==> src/rtl/melody_player.sv <==
// Melody sequencer: steps through a small RAM of {dur, note} entries and plays each
// entry as a square wave, preceded by a silent articulation gap.
module melody_player #(
    parameter int  DEPTH      = 64,
    parameter int  UNIT_CYC   = 12_500_000,
    parameter int  GAP_CYC    = 2_500_000,
    parameter int  TONE_SHIFT = 0,
    localparam int AW         = $clog2(DEPTH)
) (
    input  logic          clk,
    input  logic          rst_n,
    input  logic          wr_en,
    input  logic [AW-1:0] wr_addr,
    input  logic [7:0]    wr_data,
    input  logic          start,
    input  logic          stop,
    input  logic          pause,
    input  logic          loop_en,
    output logic          pwm,
    output logic          busy,
    output logic          playing,
    output logic [AW-1:0] note_idx,
    output logic          done
);
    typedef enum logic [1:0] {IDLE, GAP, TONE, PAUSED} state_t;
    localparam logic [4:0] END_MARK = 5'd31;

    state_t        state_q, state_d, ret_q, ret_d, phase_d;
    logic [AW-1:0] idx_q, idx_d, idx_next;
    logic [31:0]   dur_q, dur_d, tcnt_q, tcnt_d;
    logic          pwm_q, pwm_d, done_q, done_d;
    logic [7:0]    mem_q [DEPTH];
    logic [7:0]    cur_entry;
    logic [4:0]    cur_note;
    logic          cur_is_tone, last_note, unused_rsvd;
    logic [31:0]   half_per, tone_len;

    function automatic logic [31:0] half_period(input logic [4:0] note);
        logic [31:0] base;
        logic [31:0] h;
        case (note)
            5'd1:    base = 32'd190840;
            5'd2:    base = 32'd170068;
            5'd3:    base = 32'd151515;
            5'd4:    base = 32'd143266;
            5'd5:    base = 32'd127551;
            5'd6:    base = 32'd113636;
            5'd7:    base = 32'd101215;
            5'd8:    base = 32'd95602;
            5'd9:    base = 32'd85179;
            5'd10:   base = 32'd75873;
            5'd11:   base = 32'd71633;
            5'd12:   base = 32'd63776;
            5'd13:   base = 32'd56818;
            5'd14:   base = 32'd50607;
            5'd15:   base = 32'd47801;
            5'd16:   base = 32'd42590;
            5'd17:   base = 32'd37937;
            5'd18:   base = 32'd35817;
            5'd19:   base = 32'd31888;
            5'd20:   base = 32'd28409;
            5'd21:   base = 32'd25304;
            default: base = 32'd1;
        endcase
        h = base >> TONE_SHIFT;
        return (h == 32'd0) ? 32'd1 : h;
    endfunction

    // Melody RAM: no reset so contents survive rst_n; only writable while idle.
    always_ff @(posedge clk) begin
        if (wr_en && state_q == IDLE) begin
            mem_q[wr_addr] <= wr_data;
        end
    end

    assign cur_entry   = mem_q[idx_q];
    assign cur_note    = cur_entry[4:0];
    assign unused_rsvd = cur_entry[5];
    assign cur_is_tone = (cur_note != 5'd0) && (cur_note <= 5'd21);
    assign half_per    = half_period(cur_note);
    assign tone_len    = (32'(UNIT_CYC) << cur_entry[7:6]) - 32'(GAP_CYC);
    assign idx_next    = idx_q + AW'(1);
    assign last_note   = (idx_q == AW'(DEPTH - 1)) || (mem_q[idx_next][4:0] == END_MARK);

    always_ff @(posedge clk or negedge rst_n) begin
        if (!rst_n) begin
            state_q <= IDLE;
            ret_q   <= IDLE;
            idx_q   <= '0;
            dur_q   <= '0;
            tcnt_q  <= '0;
            pwm_q   <= 1'b0;
            done_q  <= 1'b0;
        end else begin
            state_q <= state_d;
            ret_q   <= ret_d;
            idx_q   <= idx_d;
            dur_q   <= dur_d;
            tcnt_q  <= tcnt_d;
            pwm_q   <= pwm_d;
            done_q  <= done_d;
        end
    end

    always_comb begin
        state_d = state_q;
        ret_d   = ret_q;
        phase_d = state_q;
        idx_d   = idx_q;
        dur_d   = dur_q;
        tcnt_d  = tcnt_q;
        pwm_d   = pwm_q;
        done_d  = 1'b0;
        unique case (state_q)
            IDLE: begin
                if (start && !stop) begin
                    idx_d  = '0;
                    dur_d  = '0;
                    tcnt_d = '0;
                    pwm_d  = 1'b0;
                    if (mem_q[0][4:0] == END_MARK) begin
                        done_d = 1'b1;
                    end else begin
                        state_d = GAP;
                    end
                end
            end
            GAP, TONE: begin
                if (state_q == GAP) begin
                    if (dur_q == 32'(GAP_CYC - 1)) begin
                        phase_d = TONE;
                        dur_d   = '0;
                        tcnt_d  = '0;
                        pwm_d   = 1'b0;
                    end else begin
                        dur_d = dur_q + 32'd1;
                    end
                end else begin
                    if (tcnt_q == half_per - 32'd1) begin
                        tcnt_d = '0;
                        pwm_d  = ~pwm_q;
                    end else begin
                        tcnt_d = tcnt_q + 32'd1;
                    end
                    if (dur_q == tone_len - 32'd1) begin
                        dur_d  = '0;
                        tcnt_d = '0;
                        pwm_d  = 1'b0;
                        if (!last_note) begin
                            idx_d   = idx_next;
                            phase_d = GAP;
                        end else if (loop_en) begin
                            idx_d   = '0;
                            phase_d = GAP;
                        end else begin
                            phase_d = IDLE;
                            done_d  = 1'b1;
                        end
                    end else begin
                        dur_d = dur_q + 32'd1;
                    end
                end
                // The cycle that samples pause still counts; the pause then holds the next phase.
                if (pause && phase_d != IDLE) begin
                    state_d = PAUSED;
                    ret_d   = phase_d;
                end else begin
                    state_d = phase_d;
                end
            end
            PAUSED: begin
                if (!pause) begin
                    state_d = ret_q;
                end
            end
            default: state_d = IDLE;
        endcase
        if (stop && state_q != IDLE) begin
            state_d = IDLE;
            idx_d   = '0;
            dur_d   = '0;
            tcnt_d  = '0;
            pwm_d   = 1'b0;
            done_d  = 1'b0;
        end
    end

    always_comb begin
        busy     = (state_q != IDLE);
        playing  = (state_q == TONE) && cur_is_tone;
        pwm      = (state_q == TONE) && cur_is_tone && pwm_q;
        note_idx = idx_q;
        done     = done_q;
    end
endmodule

==> config.mk <==
export PLATFORM = sky130hd
export DESIGN_NAME = melody_player
export DESIGN_NICKNAME = d
export VERILOG_FILES = /design/src/rtl/melody_player.sv
export SDC_FILE = /design/constraint.sdc
export NUM_CORES = 1
export LEC_CHECK = 0
export ABC_CLOCK_PERIOD_IN_PS = 12100
export CAP_MARGIN = 20
export CORE_MARGIN = 2
export CORE_UTILIZATION = 65
export DETAILED_ROUTE_END_ITERATION = 10
export GPL_ROUTABILITY_DRIVEN = 0
export PLACE_DENSITY = 0.81
export SETUP_SLACK_MARGIN = 0.3
export SYNTH_ARGS = -nofsm -noshare
export SYNTH_HDL_FRONTEND = slang
export SYNTH_SLANG_ARGS = --single-unit
==> constraint.sdc <==
create_clock -name clk -period 12.1 [get_ports clk]
set_input_delay 1.21 -clock clk [delete_from_list [all_inputs] [get_ports clk]]
set_output_delay 1.21 -clock clk [all_outputs]
set_load 0.03 [all_outputs]
# Yosys cells after proc, flatten, opt, wreduce, memory -nomap -nowiden
# Memories as Yosys holds them, arrays and structs flattened.
# Cells that the tools add are included.
# W data, S select, Z words.
dict set report totals {
  mem_count 2
  latchBits 0
  mem_bits_rw 512
  ff_bits 76
  word_cells 106
  out_inout_bits 10
  in_bits 21
  mem_bits_ro 576
}
# memory words width read_ports rd_ports_with_merged_regs wr line
set memory_table {}
lappend memory_table {{(no name shown)} 32 18 1 0 0 41} ;# case (note)
lappend memory_table {mem_q 64 8 3 0 1 32} ;# logic [7:0] mem_q [DEPTH];
dict set report classes {
  eq_ne 17
  reduce_logical 22
  mul 0
  n_lt_le_gt_ge 1
  mux 49
  n_addsub 6
  div_mod_pow 0
  bitwise_logic 1
  shift 1
}
# operator n
set op_table {}
lappend op_table {{$mux W32} 11}
lappend op_table {{$pmux W32 S2} 2}
lappend op_table {{$add A32 B1 Y32 const B} 2}
lappend op_table {{$eq A32 B32 Y1} 2}
lappend op_table {{$sub A32 B1 Y32 const B} 2}
lappend op_table {{$mux W6} 6}
lappend op_table {{$eq A32 B22 Y1 const B} 1}
lappend op_table {{$logic_not A32 Y1} 1}
lappend op_table {{$shl A24 B2 Y32 const A} 1}
lappend op_table {{$sub A32 B23 Y32 const B} 1}
lappend op_table {{$mux W2} 9}
lappend op_table {{$mux W1} 17}
lappend op_table {{$pmux W6 S2} 1}
lappend op_table {{$eq A5 B5 Y1 const B} 2}
lappend op_table {{$ne A3 B3 Y1 const B} 3}
lappend op_table {{$ne A4 B4 Y1 const B} 2}
lappend op_table {{$logic_and A1 B1 Y1} 7}
lappend op_table {{$add A6 B1 Y6 const B} 1}
lappend op_table {{$eq A6 B6 Y1 const B} 1}
lappend op_table {{$pmux W2 S3} 1}
lappend op_table {{$reduce_and A3 Y1} 2}
lappend op_table {{$le A5 B5 Y1 const B} 1}
lappend op_table {{$ne A5 B5 Y1 const B} 1}
lappend op_table {{$reduce_and A5 Y1} 1}
lappend op_table {{15 further kinds} 19}

# Logic depth before layout (Yosys ltp)
# Gate-level depths: netlist of run 1.
# An unclocked memory read counts as a cell.
dict set report depth {
  ltp_word 13
  ltp_mapped 31
  ltp_nobuf 23
}

# Worst setup path before layout of run 1
# Ideal clock, no wire load.
dict set report synth_timing {
  path_type {register -> register}
  startpoint {register idx_q[1] (netlist: note_idx[1])}
  endpoint {register pwm_q}
  setup_time_ns 0.121
  path_slack_ns 5.760
  arrival_ns 6.219
  period_less_slack_ns 6.340
  required_time_ns 11.979
  path_buffers 7
  stages_incl_launch_ff 30
  cell_sequence {dfrtp_1 -> buf_6 -> buf_8 -> buf_12 -> buf_12 -> buf_12 -> mux4_2 -> a211oi_2 -> nor4_4 -> nor2_4 -> ha_1 -> o21ai_0 -> nor4_1 -> o311a_1 -> a211oi_2 -> nand4_1 -> nor3_4 -> and4_1 -> nor2_1 -> ha_1 -> o2111ai_4 -> nor4_4 -> or4b_1 -> a22oi_1 -> nand4_1 -> and4bb_1 -> buf_6 -> buf_6 -> o21ai_1 -> a22o_1}
}
dict set report synth_via {
  elab_chain_len 9
  elab_cells_between_ends 16
  cone_classes {3 x add/sub; 3 x eq/ne; 1 x shift; 5 x mux; 2 x reduce/logical; 2 x memory}
}
# item line
set synth_rtl {}
lappend synth_rtl {{start: declaration} 29} ;# logic [AW-1:0] idx_q, idx_d, idx_next;
lappend synth_rtl {{start signal: assignment} 97} ;# idx_q <= idx_d;
lappend synth_rtl {{$mem_v2 Z64 W8 (*)} n/a}
lappend synth_rtl {{$shl A24 B2 Y32} 81} ;# assign tone_len = (32'(UNIT_CYC) << cur_entry[7:6]) - 32'(GAP_CYC);
lappend synth_rtl {{$sub A32 B23 Y32} 81}
lappend synth_rtl {{$sub A32 B1 Y32} 145} ;# if (dur_q == tone_len - 32'd1) begin
lappend synth_rtl {{$eq A32 B32 Y1} 145}
lappend synth_rtl {{$mux W1} 145}
lappend synth_rtl {{$mux W1} 129} ;# if (state_q == GAP) begin
lappend synth_rtl {{$pmux W1 S2} 114} ;# unique case (state_q)
lappend synth_rtl {{$mux W1} 178} ;# if (stop && state_q != IDLE) begin
lappend synth_rtl {{end signal: assignment} 100} ;# pwm_q <= pwm_d;
lappend synth_rtl {{end: declaration} 31} ;# logic pwm_q, pwm_d, done_q, done_d;
# Every way passes the cells marked *; elsewhere a longest branch is shown, timed or not.
# A chain may end at the register's enable or synchronous reset.

# Final worst setup path of run 1
dict set report layout_timing {
  startpoint {register idx_q[0] (netlist: note_idx[0])}
  endpoint {register tcnt_q[0]}
}
dict set report layout_via {
  elab_chain_len 11
  elab_cells_between_ends 15
  cone_classes {3 x add/sub; 2 x eq/ne; 1 x shift; 6 x mux; 1 x reduce/logical; 2 x memory}
}
# item line
set layout_rtl {}
lappend layout_rtl {{$mem_v2 Z64 W8 (*)} n/a}
lappend layout_rtl {{$mem_v2 Z32 W18} n/a}
lappend layout_rtl {{$logic_not A32 Y1} 66} ;# return (h == 32'd0) ? 32'd1 : h;
lappend layout_rtl {{$mux W32} 66}
lappend layout_rtl {{$sub A32 B1 Y32} 139} ;# if (tcnt_q == half_per - 32'd1) begin
lappend layout_rtl {{$eq A32 B32 Y1} 139}
lappend layout_rtl {{$mux W32} 139}
lappend layout_rtl {{$mux W32 (*)} 145}
lappend layout_rtl {{$mux W32 (*)} 129}
lappend layout_rtl {{$pmux W32 S2 (*)} 114}
lappend layout_rtl {{$mux W32 (*)} 178}
lappend layout_rtl {{end signal: assignment} 99} ;# tcnt_q <= tcnt_d;
lappend layout_rtl {{end: declaration} 30} ;# logic [31:0] dur_q, dur_d, tcnt_q, tcnt_d;
# Marked as above.

==> reports/summary.txt, run 1 <==
Fin. Hold Viols = 0
initial DRC count = 2397
Top FF cell, synth = edfxtp_1
deepest clock path buffer count = 3
Syn Nets = 1903
setup repair bufs after CTS = 0
antenna viol nets, final = 0
hold crit path type = register to register
GRT Resource Usage Total = 0.320
largest net degree at the start of global routing = 150
Worst-Margin Slew = 1030 ps
outcome = finished, final reports clean
routed vias/inst = 7.09
ys async rst share = 0.145
mux cell area share after synthesis = 0.119
pwr dens = 200 nW/um^2
Slew Limit Fails = 0
Crit Path Max Fanout = 149
Clock Skew = 22.5 ps
Initial Util = 0.659
post-synthesis adder-cell area fraction = 0.0122
Routed WL per cell = 26.5 um
compound-cell area share of the yosys netlist = 0.0941
share of cells above drive strength 1 = 0.125
Syn Inst Count = 1857
Slew headroom = 0.310
Layout area overhead = 9.04%
# hold bufs at CTS = 0
CP Class = register to register
largest family of logic cells by synthesized area = simple AND/OR/NAND/NOR gates
CP peak stage delay = 830 ps
top cells by area, synth = edfxtp_1, dfrtp_1, mux4_2
final setup violation count = 0
CTS tree = yes
Die ar. = 40900 sq um
CP delay by family, top = simple AND/OR/NAND/NOR gates
Synth Area in XOR/XNOR = 0.0120
Die X = 202 um
critical path buffer and inverter count = 3
Final min period = 8410 ps
CP max stage cell = dfrtp_4
non-filler cells in the finished layout = 2433
clk_lat worst skew = 610 ps
post-route cell area = 27900 sq um
P_leak = 9.29 nW
CTS root buf = clkbuf_16
die extent in y = 202 um
setup TNS = 0 ps
PortBufs = 29
clk slew on worst S/H paths = 70 ps
Yosys reg bits = 524
crit path launch type = register
area of the core = 38700 sq um
initial antenna violation count = 1
Crit path arrival time = 8890 ps
post-CTS sizing = 0
Max H-tree Level = 2
dpl cells = 2334
Filler Cells Inserted = 2398
Synth cell types = 106
worst vdd ir = 0.173 mV
sequential area share after synthesis = 0.601
Max-cap violations = 0
DPL Wire Length = 40.7 mm
routed via count = 17200
Avg Cell Area, Syn = 13.8 sq um
RSZ-0062 raised after global routing = no
total gr overflow = 0
first-pass GRT wire length = 99.8 mm
drt first pass iters = 8
Post-Syn Area = 25500 sq um
leading area contributor after synthesis = edfxtp_1
final period utilization = 0.695
CP required = 12580 ps
Yosys top cell area share = 0.527
vias in the first global route = 16900
CP Capture Type = register
fin nets = 1918
row count = 72
TritonCTS buffer count = 52
clock sink count = 524
synth warn = 0
fmax = 0.119 GHz
final WL = 64.5 mm
Post-synth EDFFs = 448
CP dominant cell by count = nand4_1
Post-route DRC = 0
Post-Synth Simple-Gate Area = 0.135
Area after DPL = 26100 sq um
I/O pins = 31
[metrics by stage]
| step | utilization | power (W) | worst slack (ps) | hold slack (ps) |
|---|---|---|---|---|
| floorplan | - | 0.00350 | 5760 | 446 |
| detailed placement | 0.673 | 0.00391 | 3940 | 480 |
| global route | 0.719 | 0.00580 | 3260 | 535 |
| finish | 0.719 | 0.00558 | 3690 | 500 |
| global placement | 0.673 | 0.00386 | 4110 | 469 |
| CTS | 0.718 | 0.00555 | 3910 | 499 |
[metal layers]
layer	part of all wire	vias up	track usage
li1	-	7415	-
met1	0.38	8557	0.440
met2	0.47	1082	0.504
met3	0.10	187	0.0695
met4	0.042	4	0.132
met5	0.00053	-	0
[power breakdown]
| group | internal (W) | switching (W) |
|---|---|---|
| Clock | 0.000961 | 0.000692 |
| Sequential | 0.00198 | 0.0000366 |
| Combinational | 0.000723 | 0.00119 |
| Total | 0.00367 | 0.00192 |
[layout make-up]
class / instances / area (sq um) / area share
clock buffer: 59 / 1330 / 0.0477
antenna: 1 / 2.50 / 0.0000899
multi-input combinational: 1220 / 9530 / 0.342
tap: 518 / 648 / 0.0233
clock inverter: 37 / 418 / 0.0150
inverter: 21 / 81.3 / 0.00292
timing repair buffer: 53 / 483 / 0.0173
sequential: 524 / 15400 / 0.552
[Yosys cell counts, types with 14 or more instances]
library cell  number
xor2_1            17
buf_6             14
nand4_1           50
mux2i_1           88
buf_2             18
xnor2_1           18
or3_1             15
a21oi_1           29
mux4_1            18
nand2b_1          33
a22oi_1           31
buf_4             16
clkbuf_1          34
o21ai_0          104
nor2b_1           22
nand2_1          129
nor3_1            20
edfxtp_1         448
a211oi_1          16
mux4_2            69
nand3_1           77
ha_1              25
o22ai_1           14
inv_1             19
dfrtp_1           76
nor2_1           131
o31ai_1           22
and3_1            62
a22o_1            15
[sequential cells by signal, indices dropped and copies added (netlist names)]
signal / count
done: 1
tcnt_q: 32
dur_q: 32
mem_q: 448
state_q: 2
note_idx: 6
ret_q: 2
pwm_q: 1
[kinds of logic after synthesis]
| family | after synthesis |
|---|---|
| flip-flops | 524 |
| buffers and inverters | 113 |
| adder cells (fa/ha/maj) | 25 |
| multiplexers | 183 |
| AND/OR/NAND/NOR | 636 |
| XOR/XNOR | 35 |
| AO/OA/AOI/OAI | 341 |
[cell usage in the layout, fill, tap and decap left out, types with 22 or more instances in the layout]
master,n
dfrtp_1,73
mux2i_1,88
nor2_1,131
and3_1,62
clkbuf_16,52
edfxtp_1,448
a21oi_1,29
nand3_1,77
nand4_1,50
nor2b_1,22
a22oi_1,31
nand2b_1,33
mux4_2,69
o21ai_0,104
nand2_1,129
ha_1,25
[worst reg2reg max path, delay by kind of cell (launching register included)]
| family | cells | cell delay (ps) |
|---|---|---|
| multiplexers | 1 | 330 |
| flip-flops | 1 | 830 |
| AO/OA/AOI/OAI | 6 | 1660 |
| adder cells (fa/ha/maj) | 2 | 650 |
| buffers and inverters | 3 | 1300 |
| AND/OR/NAND/NOR | 13 | 3520 |
[final timing paths]
path                             startpoint           to  slack, ps  depth (start not counted)
worst min-delay path               ret_q[1]     ret_q[1]        500                          2
worst max-delay path            note_idx[0]    tcnt_q[0]       3690                         25
worst max register to register  note_idx[0]    tcnt_q[0]       3690                         25
worst min register to register     ret_q[1]     ret_q[1]        500                          2
max in group asynchronous             rst_n  note_idx[0]      10620                          1
min in group asynchronous             rst_n    dur_q[20]        760                          1
(Power assumes the default switching activity.)
==> run 2: changes to the inputs <==
ABC_CLOCK_PERIOD_IN_PS = 7500   (was 12100)
CORE_UTILIZATION = 57   (was 65)
PLACE_DENSITY = 0.75   (was 0.81)
clock period = 7.5 ns   (was 12.1 ns; I/O delays follow)
==> reports/summary.txt, run 2 (synthesis results as in run 1) <==
outcome = finished, final reports clean
multi-input logic area = 9540 sq um
Clock Skew = 34.1 ps
Area after DPL = 26500 sq um
clock sink count = 524
PortBufs = 29
area of the core = 44200 sq um
final WL = 65.6 mm
fin nets = 1958
biggest regs = mem_q x448, dur_q x32, tcnt_q x32
clk_lat worst skew = 620 ps
CTS tree = yes
Slew headroom = 0.385
crit-path cells = nor2b_1 -> a22oi_1 -> a21oi_1 -> nor4_4 -> nor2_4 -> buf_4 -> ha_1 -> a21oi_1 -> o221ai_1 -> a21bo_2 -> nor4b_1 -> and4_1 -> nor2_1 -> ha_1 -> o2111ai_4 -> nor4_4 -> or4b_1 -> a22oi_1 -> nand4_1 -> and4bb_1 -> buf_12 -> o21ai_1 -> a22o_1
dpl cells = 2444
largest net degree at the start of global routing = 77
Reg2Reg Depth = 23
Crit Path Max Fanout = 21
pwr dens = 325 nW/um^2
Die ar. = 46500 sq um
CTS root buf = clkbuf_16
CP max stage cell = dfrtp_2
die extent in y = 216 um
worst vdd ir = 0.250 mV
non-filler cells in the finished layout = 2546
vias in the first global route = 16900
Worst path depth = 23
critical path buffer and inverter count = 2
reg2reg start = note_idx[2]
GRT Resource Usage Total = 0.281
Largest register FFs = 448
antenna viol nets, final = 0
Worst Min Path Start = ret_q[1]
register area = 15400 sq um
share of cells above drive strength 1 = 0.150
Initial Util = 0.578
crit path launch type = register
Place WS = 597 ps
CP Capture Type = register
Max-cap violations = 0
initial antenna violation count = 1
commonest non-fill, non-tap cell in the layout = edfxtp_1
clk slew on worst S/H paths = 70 ps
largest reg by FF count = mem_q
drt first pass iters = 6
commonest cells after routing, fill and taps aside = edfxtp_1, nor2_1, nand2_1
Critical path origin = note_idx[2]
Crit path arrival time = 7380 ps
Filler Cells Inserted = 3162
final setup violation count = 0
Final min period = 6890 ps
CP peak stage delay = 740 ps
setup TNS = 0 ps
Layout area overhead = 11.1%
Die X = 216 um
post-layout util = 0.642
I/O pins = 31
# diodes = 0
routed vias/inst = 6.72
TritonCTS buffer count = 52
deepest clock path buffer count = 3
fmax = 0.145 GHz
first-pass GRT wire length = 100 mm
Routed WL per cell = 25.8 um
routed via count = 17100
Worst-Margin Slew = 920 ps
CP delay by family, top = simple AND/OR/NAND/NOR gates
R2R setup slack = 610 ps
Fin. Hold Viols = 0
Worst Hold Depth = 2
CP required = 7990 ps
Max H-tree Level = 2
DPL Wire Length = 42.9 mm
reg2reg end = pwm_q
RSZ-0062 raised after global routing = no
CP Class = register to register
post-route cell area = 28400 sq um
final worst setup slack = 607 ps
Slew Limit Fails = 0
total gr overflow = 0
hold crit path type = register to register
Post-route DRC = 0
initial DRC count = 2603
row count = 77
final period utilization = 0.919
P_leak = 9.54 nW
Worst Hold Endpoint = ret_q[1]
-- run 2: worst max path at each step --
stage | endpoint | slack (ps)
4_1_cts | tcnt_q[0] | 530
3_3_place_gp | tcnt_q[0] | 670
3_5_place_dp | tcnt_q[0] | 600
2_1_floorplan | pwm_q | 1160
5_1_grt | pwm_q | 340
6_report | pwm_q | 610
-- run 2: layout make-up --
type,instances,share of cell area
sequential,524,0.541
multi-input combinational,1220,0.336
clock buffer,56,0.0471
timing repair buffer,93,0.0302
tap,592,0.0261
clock inverter,40,0.0163
inverter,21,0.00287
-- run 2: power breakdown --
| group | total [W] | internal, W | switching (W) |
|---|---|---|---|
| clock | 0.00272 | 0.00155 | 0.00116 |
| combinational | 0.00323 | 0.00126 | 0.00197 |
| sequential | 0.00327 | 0.00320 | 0.0000729 |
-- run 2: repair_timing --
item	in CTS	in global routing
setup buffers	0	2
hold buffers	0	1
endpoints found under the hold margin	0	7
gates resized for setup	0	3
endpoints found under the setup margin	0	27
-- run 2: per-layer routing --
layer  part of all wire  global-route usage  up-vias
li1                   -                   -     7484
met1               0.38               0.378     8489
met2               0.48               0.446      959
met3              0.098              0.0620      184
met4              0.043               0.122        2
met5            0.00029                   0        -
-- run 2: metrics by stage --
step                      power (W)  hold WS, ps
after floorplan             0.00564          446
after global placement      0.00637          479
after detailed placement    0.00645          470
after CTS                   0.00915          339
after global routing        0.00959          489
final                       0.00922          489
-- run 2: worst reg2reg max path, delay by kind of cell (launching register included) --
family / cells / cell delay, ps
buffers and inverters: 2 / 390
flip-flops: 1 / 740
AO/OA/AOI/OAI: 9 / 2340
adder cells (fa/ha/maj): 2 / 580
AND/OR/NAND/NOR: 10 / 2750
